==> src/rtl/ysyx_25030093_mem_arbiter.sv <==
// Two-master (IFU=0, LSU=1) to one-slave memory arbiter with a request timeout.
// Optional YSYX_25030093_ARB_RR_EN selects round-robin; otherwise the LSU wins ties.
module ysyx_25030093_mem_arbiter #(
  parameter int unsigned TIMEOUT_CYCLES = 255
) (
  input  logic        clk,
  input  logic        rst,

  input  logic        ifu_req_valid,
  output logic        ifu_req_ready,
  input  logic [31:0] ifu_addr,
  output logic        ifu_rsp_valid,
  input  logic        ifu_rsp_ready,
  output logic [31:0] ifu_rdata,
  output logic        ifu_rsp_err,

  input  logic        lsu_req_valid,
  output logic        lsu_req_ready,
  input  logic [31:0] lsu_addr,
  input  logic        lsu_wen,
  input  logic [31:0] lsu_wdata,
  input  logic [3:0]  lsu_wmask,
  output logic        lsu_rsp_valid,
  input  logic        lsu_rsp_ready,
  output logic [31:0] lsu_rdata,
  output logic        lsu_rsp_err,

  output logic        mem_req_valid,
  input  logic        mem_req_ready,
  output logic [31:0] mem_addr,
  output logic        mem_wen,
  output logic [31:0] mem_wdata,
  output logic [3:0]  mem_wmask,
  input  logic        mem_rsp_valid,
  output logic        mem_rsp_ready,
  input  logic [31:0] mem_rdata
);

  localparam int unsigned CNT_W = 16;
  localparam logic [CNT_W-1:0] CNT_LAST = 16'(TIMEOUT_CYCLES - 1);
  localparam logic GNT_IFU = 1'b0;
  localparam logic GNT_LSU = 1'b1;

  typedef enum logic [1:0] {IDLE, REQ, WAIT, RESP} state_e;

  state_e           state;
  logic             grant_q;
  logic [CNT_W-1:0] cnt_q;
  logic [31:0]      rdata_q;
  logic             err_q;

  logic gnt_ifu_c;
  logic gnt_lsu_c;
  logic timeout_c;
  logic rsp_done_c;

`ifdef YSYX_25030093_ARB_RR_EN
  logic last_lsu_q;
`endif

  // Grant at most one master per cycle, only while idle and out of reset
  always_comb begin
    gnt_ifu_c = 1'b0;
    gnt_lsu_c = 1'b0;
    if (!rst && state == IDLE) begin
`ifdef YSYX_25030093_ARB_RR_EN
      if (ifu_req_valid && lsu_req_valid) begin
        gnt_lsu_c = ~last_lsu_q;
        gnt_ifu_c = last_lsu_q;
      end else begin
        gnt_ifu_c = ifu_req_valid;
        gnt_lsu_c = lsu_req_valid;
      end
`else
      gnt_lsu_c = lsu_req_valid;
      gnt_ifu_c = ifu_req_valid & ~lsu_req_valid;
`endif
    end
  end

  assign ifu_req_ready = gnt_ifu_c;
  assign lsu_req_ready = gnt_lsu_c;
  assign timeout_c     = (cnt_q == CNT_LAST);
  assign rsp_done_c    = (grant_q == GNT_LSU) ? lsu_rsp_ready : ifu_rsp_ready;

  assign ifu_rdata   = rdata_q;
  assign ifu_rsp_err = err_q;
  assign lsu_rdata   = rdata_q;
  assign lsu_rsp_err = err_q;

  always_ff @(posedge clk or posedge rst) begin
    if (rst) begin
      state         <= IDLE;
      grant_q       <= GNT_IFU;
      cnt_q         <= '0;
      rdata_q       <= '0;
      err_q         <= 1'b0;
      mem_req_valid <= 1'b0;
      mem_rsp_ready <= 1'b0;
      mem_addr      <= '0;
      mem_wen       <= 1'b0;
      mem_wdata     <= '0;
      mem_wmask     <= '0;
      ifu_rsp_valid <= 1'b0;
      lsu_rsp_valid <= 1'b0;
`ifdef YSYX_25030093_ARB_RR_EN
      last_lsu_q    <= 1'b0;
`endif
    end else begin
      case (state)
        IDLE: begin
          if (gnt_lsu_c) begin
            grant_q       <= GNT_LSU;
            mem_addr      <= lsu_addr;
            mem_wen       <= lsu_wen;
            mem_wdata     <= lsu_wdata;
            mem_wmask     <= lsu_wmask;
            cnt_q         <= '0;
            mem_req_valid <= 1'b1;
            state         <= REQ;
`ifdef YSYX_25030093_ARB_RR_EN
            last_lsu_q    <= 1'b1;
`endif
          end else if (gnt_ifu_c) begin
            grant_q       <= GNT_IFU;
            mem_addr      <= ifu_addr;
            mem_wen       <= 1'b0;
            mem_wdata     <= '0;
            mem_wmask     <= '0;
            cnt_q         <= '0;
            mem_req_valid <= 1'b1;
            state         <= REQ;
`ifdef YSYX_25030093_ARB_RR_EN
            last_lsu_q    <= 1'b0;
`endif
          end
        end
        REQ: begin
          if (mem_req_ready) begin
            mem_req_valid <= 1'b0;
            mem_rsp_ready <= 1'b1;
            cnt_q         <= cnt_q + 16'd1;
            state         <= WAIT;
          end else if (timeout_c) begin
            // Slave never accepted: abandon the request and report an error
            mem_req_valid <= 1'b0;
            rdata_q       <= '0;
            err_q         <= 1'b1;
            ifu_rsp_valid <= (grant_q == GNT_IFU);
            lsu_rsp_valid <= (grant_q == GNT_LSU);
            state         <= RESP;
          end else begin
            cnt_q <= cnt_q + 16'd1;
          end
        end
        WAIT: begin
          if (mem_rsp_valid) begin
            mem_rsp_ready <= 1'b0;
            rdata_q       <= mem_rdata;
            err_q         <= 1'b0;
            ifu_rsp_valid <= (grant_q == GNT_IFU);
            lsu_rsp_valid <= (grant_q == GNT_LSU);
            state         <= RESP;
          end else if (timeout_c) begin
            mem_rsp_ready <= 1'b0;
            rdata_q       <= '0;
            err_q         <= 1'b1;
            ifu_rsp_valid <= (grant_q == GNT_IFU);
            lsu_rsp_valid <= (grant_q == GNT_LSU);
            state         <= RESP;
          end else begin
            cnt_q <= cnt_q + 16'd1;
          end
        end
        RESP: begin
          if (rsp_done_c) begin
            ifu_rsp_valid <= 1'b0;
            lsu_rsp_valid <= 1'b0;
            state         <= IDLE;
          end
        end
        default: begin
          state <= IDLE;
        end
      endcase
    end
  end

endmodule

==> config.mk <==
export PLATFORM = sky130hd
export DESIGN_NAME = ysyx_25030093_mem_arbiter
export DESIGN_NICKNAME = d
export VERILOG_FILES = /design/src/rtl/ysyx_25030093_mem_arbiter.sv
export SDC_FILE = /design/constraint.sdc
export NUM_CORES = 1
export LEC_CHECK = 0
export BUFFER_PORTS_ARGS = -buffer_cell sky130_fd_sc_hd__buf_2
export CAP_MARGIN = 20
export CORE_MARGIN = 2
export CORE_UTILIZATION = 38
export DETAILED_ROUTE_END_ITERATION = 8
export GPL_ROUTABILITY_DRIVEN = 0
export HOLD_SLACK_MARGIN = 0.15
export PLACE_DENSITY = 0.67
export RECOVER_POWER = 25
export SLEW_MARGIN = 20
export SYNTH_ARGS = -nofsm -noshare
export SYNTH_HDL_FRONTEND = slang
export SYNTH_SLANG_ARGS = --single-unit
==> constraint.sdc <==
create_clock -name clk -period 8.6 [get_ports clk]
set_clock_uncertainty 0.05 [all_clocks]
set_input_delay 1.29 -clock clk [delete_from_list [all_inputs] [get_ports clk]]
set_output_delay 1.29 -clock clk [all_outputs]
set_load 0.03 [all_outputs]
==> results.md <==
Power:
- The share of total power dissipated in the clock network is 23.8%.
- Dividing total power by cell area gives a power density of ~400 mW/mm^2.
- The internal portion of the total power is roughly 1.7 mW.
- The net switching share of the total power is 46.3%.
- The net switching power figure is roughly 1.4 mW.
- In this run the static leakage power is around 3.9 nW.
- Per report_power, the combinational group accounts for between 40% and 50% of the total.
- Sequential cells account for a little over 30% of the total power.
- The worst-case IR drop observed on VDD is 0.151 mV.

Floorplanning:
- In this run the core area contains 45 standard-cell rows.
- The floorplan step defined a die boundary enclosing around 0.016 mm^2.
- The die outline height is around 130 um.
- The core footprint is 0.0151 mm^2.
- In this run the count of I/O pins placed on the die edge is roughly 280.
- The initial standard-cell utilization of the core is 38.5%.
- The horizontal die dimension is 128 um.

Critical path:
- For this design, the slowest cell found on the critical path is clkbuf_1.
- STA puts the critical path data required time at approximately 7300 ps.
- The critical path is of the input pin to output port type.
- The worst stage delay on the critical path is approximately 1600 ps.
- The arrival time at the worst endpoint is about 4600 ps.
- The most critical setup path has its endpoint at lsu_req_ready.
- The critical path runs through a total of 6 cells.
- Setup slack on the worst reg-to-reg path comes out at between 4000 and 5000 ps.
- The library cell appearing most often on the critical path is clkbuf_1.
- STA classifies the critical path startpoint as an input pin.
- The beginning of the critical path is rst.
- The number of buffers and inverters on the critical path is 4.
- The reg-to-reg critical path endpoint is mem_wdata[25].
- Among cell families on the critical path, the largest total delay comes from buffers and inverters.
- The worst setup path is captured at an output port.
- The worst register-to-register path begins at state[1].
- Of all nets on the critical path, the largest fanout is 38.
- The number of cell instances on the worst register-to-register path is 7.
- Traced cell by cell, the critical path runs through clkbuf_1 > nor2b_1 > nand2_2 > clkbuf_1 > inv_2 > buf_2.

Synth:
- The number of distinct standard cells referenced by the synthesized netlist is 47.
- The gate count of the mapped netlist is ~570.
- In this run, synthesis inferred 0 flip-flops with an integrated enable.
- The top flip-flop cell by instance count after synthesis is dfrtp_1.
- Of the total synthesized cell area, the portion taken by full adders, half adders and majority gates is ~1.7%.
- The mapped netlist covers about 0.0058 mm^2.
- The average instance area after synthesis is 10.1 um^2.
- Summed over all instances, the cell type with the most area after synthesis is dfrtp_1.
- The number of flip-flops and latches in the synthesized netlist is approximately 130.
- Synthesis produced a netlist with a net count of between 700 and 800.
- In the post-synthesis netlist, the biggest area contributors are dfrtp_1 54%, o21ai_0 6.9%, mux2i_1 5.7%.
- Sorting the synthesized cells by how often they occur yields 125 x dfrtp_1, 80 x o21ai_0, 53 x nor2_1, 52 x nand2_1, 40 x a21oi_1.
- Of the total synthesized cell area, the portion taken by XOR and XNOR cells is 0%.
- The fraction of the mapped netlist area in compound gates is 19.5%.
- The most frequent cell after synthesis is dfrtp_1.
- The area share of the leading cell type in the synthesized netlist is between 50% and 60%.
- After synthesis, the share of flip-flops with an asynchronous set or reset is 100%.
- The simple-gate share of the synthesized area is around an eighth.
- The combinational family with the most area after synthesis is compound AO/OA/AOI/OAI gates.
- The Yosys step of the flow raised 0 warnings.
- The share of synthesized area occupied by flip-flops and latches is a little over half.
- The portion of netlist area occupied by mux cells is approximately 5.7%.

Run:
- The number of max-cap violations is 2.

CTS:
- The post-CTS resize count is 0.
- The number of CTS-inserted buffers is 17.
- The clock reaches the later pin of the worst-skew pair after around 420 ps.
- The clock transition at the registers of the reported paths is around 50 ps.
- The tree is rooted in a clkbuf_16.
- TritonCTS built the clock tree.
- The clock sink count is around 130.
- The number of buffers added for setup after CTS is 0.
- The maximum buffer depth of the clock tree is 2.
- The cts-stage hold buffer count is 0.
- The CTS H-tree depth is 4.

STA:
- Setup repair after global routing left no endpoint under its margin.
- Setup total negative slack on the finished layout was measured at 0 ps.
- The post-layout minimum cycle time is 5910 ps.
- The setup-violating endpoint count in the final report is 0.
- The ratio of final minimum period to clock period is 68.7%.
- The transition time at the pin with the least slew margin is 2290 ps.
- Measured against its own limit, the worst slew margin works out to -52.5%.
- The maximum operating frequency is between 150 and 200 MHz.
- The number of pins with negative max-slew slack in the final report is 80.
- The number of hold violations in the final report was 0.

Final layout:
- The final design utilization is roughly half.
- The post-route cell area is ~0.0077 mm^2.
- The number of nets in the final layout is 960.
- The finished layout holds just over 1000 standard cells, fillers aside.
- The fraction of layout instances using a drive strength above 1 is 33.3%.
- The layout overhead on the synthesized area is 31.9%.
- The number of antenna repair diodes is 0.

Drt:
- The post-detailed-route wirelength per cell is between 15 and 20 um.
- Using the TritonRoute via totals, the vias-per-cell ratio works out to between 5 and 6.
- The first-pass iteration count of the detailed router is 5.
- In the routed design, unresolved DRC markers number 0.
- For this block, the routed nets add up to between 15 and 20 mm of wire.
- The number of antenna-violating nets in the routed design is 0.
- For this block, the initial DRC count from the detailed router was approximately 180.
- The total via count after detailed routing is just over 5000.

Global route:
- The layer with the highest usage is met2.
- Entering global routing, the biggest net connects about 100 pins.
- The met2 track utilization from global routing is a little under a third.
- The initial antenna violation count is 0.
- The number of global-route vias before repair is just under 5000.
- The first global-routing pass estimated between 20 and 25 mm of wire.
- For this run the aggregate overflow at the end of global routing stands at 0.
- The met1 usage is between 20% and 30%.
- For this run, global-route usage on met3 was measured as under 10%.
- The overall routing resource usage is between 10% and 20%.

Min path:
- The classification of the worst-slack hold path is flip-flop to flip-flop.

Placed design:
- The count of buffers from port buffering is 281.
- The area after detailed placement is approximately 0.007 mm^2.
- The HPWL after detailed placement is between 10 and 15 mm.
- Once placement completed, the tool counted placed cells totaling 980.

Outcome:
- The checks that failed: capacitance limit, slew limit.
- The run finished, with violations left.
[worst register-to-register path, stage by stage (launching register included)]
cell,delay (ps)
dfrtp_1,430
inv_1,110
ha_1,220
nor2b_1,200
nand2_2,80
clkbuf_1,1630
inv_2,860
a22o_1,470
[metrics by stage]
stage	worst slack (ps)	power (mW)	hold WS (ps)
final	2690	3.09	425
after global routing	2410	3.29	455
after CTS	4220	3.15	431
after detailed placement	4220	2.39	417
after global placement	4220	2.38	406
after floorplan	3930	2.03	398
[worst min path at each step]
stage	endpoint	slack, ps	cells after the start	startpoint
after global placement	mem_addr[17]	410	2	mem_addr[17]
after detailed placement	mem_addr[8]	420	2	mem_addr[8]
after CTS	mem_addr[3]	430	2	mem_addr[3]
after floorplan	cnt_q[15]	400	1	cnt_q[15]
final	mem_addr[3]	430	2	mem_addr[3]
after global routing	mem_addr[20]	450	2	mem_addr[20]
[registers in the layout, indices dropped and copies added (netlist names)]
signal and cells:
mem_wmask 4, ifu_rdata 32, cnt_q 16, grant_q 1, mem_wdata 32, lsu_rsp_valid 1
ifu_rsp_err 1, state 2, mem_addr 32, mem_rsp_ready 1, mem_wen 1, ifu_rsp_valid 1
mem_req_valid 1
[logic make-up (layout without fill, tap and decap cells)]
logic type,after synthesis,after routing
buffers and inverters,76,326
adder cells (fa/ha/maj),8,8
AO/OA/AOI/OAI,184,184
flip-flops,125,125
AND/OR/NAND/NOR,147,147
multiplexers,33,33
[per-layer routing]
metal | vias up | share of wire (%)
li1 | 2483 | -
met1 | 2397 | 42
met2 | 230 | 48
met3 | 24 | 7.4
met4 | 0 | 2.3
met5 | - | 0
[cells in the final DEF (no fill, tap or decap), types with 6 or more instances in the layout]
cell type and n:
o31ai_1 8, nand3_1 6, dfrtp_1 125, a21oi_1 40
o21ai_0 80, nor2_1 51, inv_1 7, clkbuf_16 17
nand2_1 51, buf_2 229, mux2i_1 33, clkbuf_1 53
ha_1 8, a22o_1 37
[power by group through the flow]
stage          sequential, mW  clock (mW)  combinational [mW]
6_report                0.954       0.734                1.40
5_1_grt                 0.986       0.783                1.52
4_1_cts                 0.952       0.755                1.44
3_5_place_dp            0.956           0                1.44
3_3_place_gp            0.954           0                1.43
2_1_floorplan            1.37           0               0.659
[area by class of cell]
type / instances / area, um^2
inverter: 9 / 35.0
multi-input combinational: 372 / 2280
clock buffer: 17 / 425
timing repair buffer: 286 / 1380
tap: 188 / 235
sequential: 125 / 3130
clock inverter: 14 / 181
fill: 1442 / 7430
(Power assumes the default switching activity.)
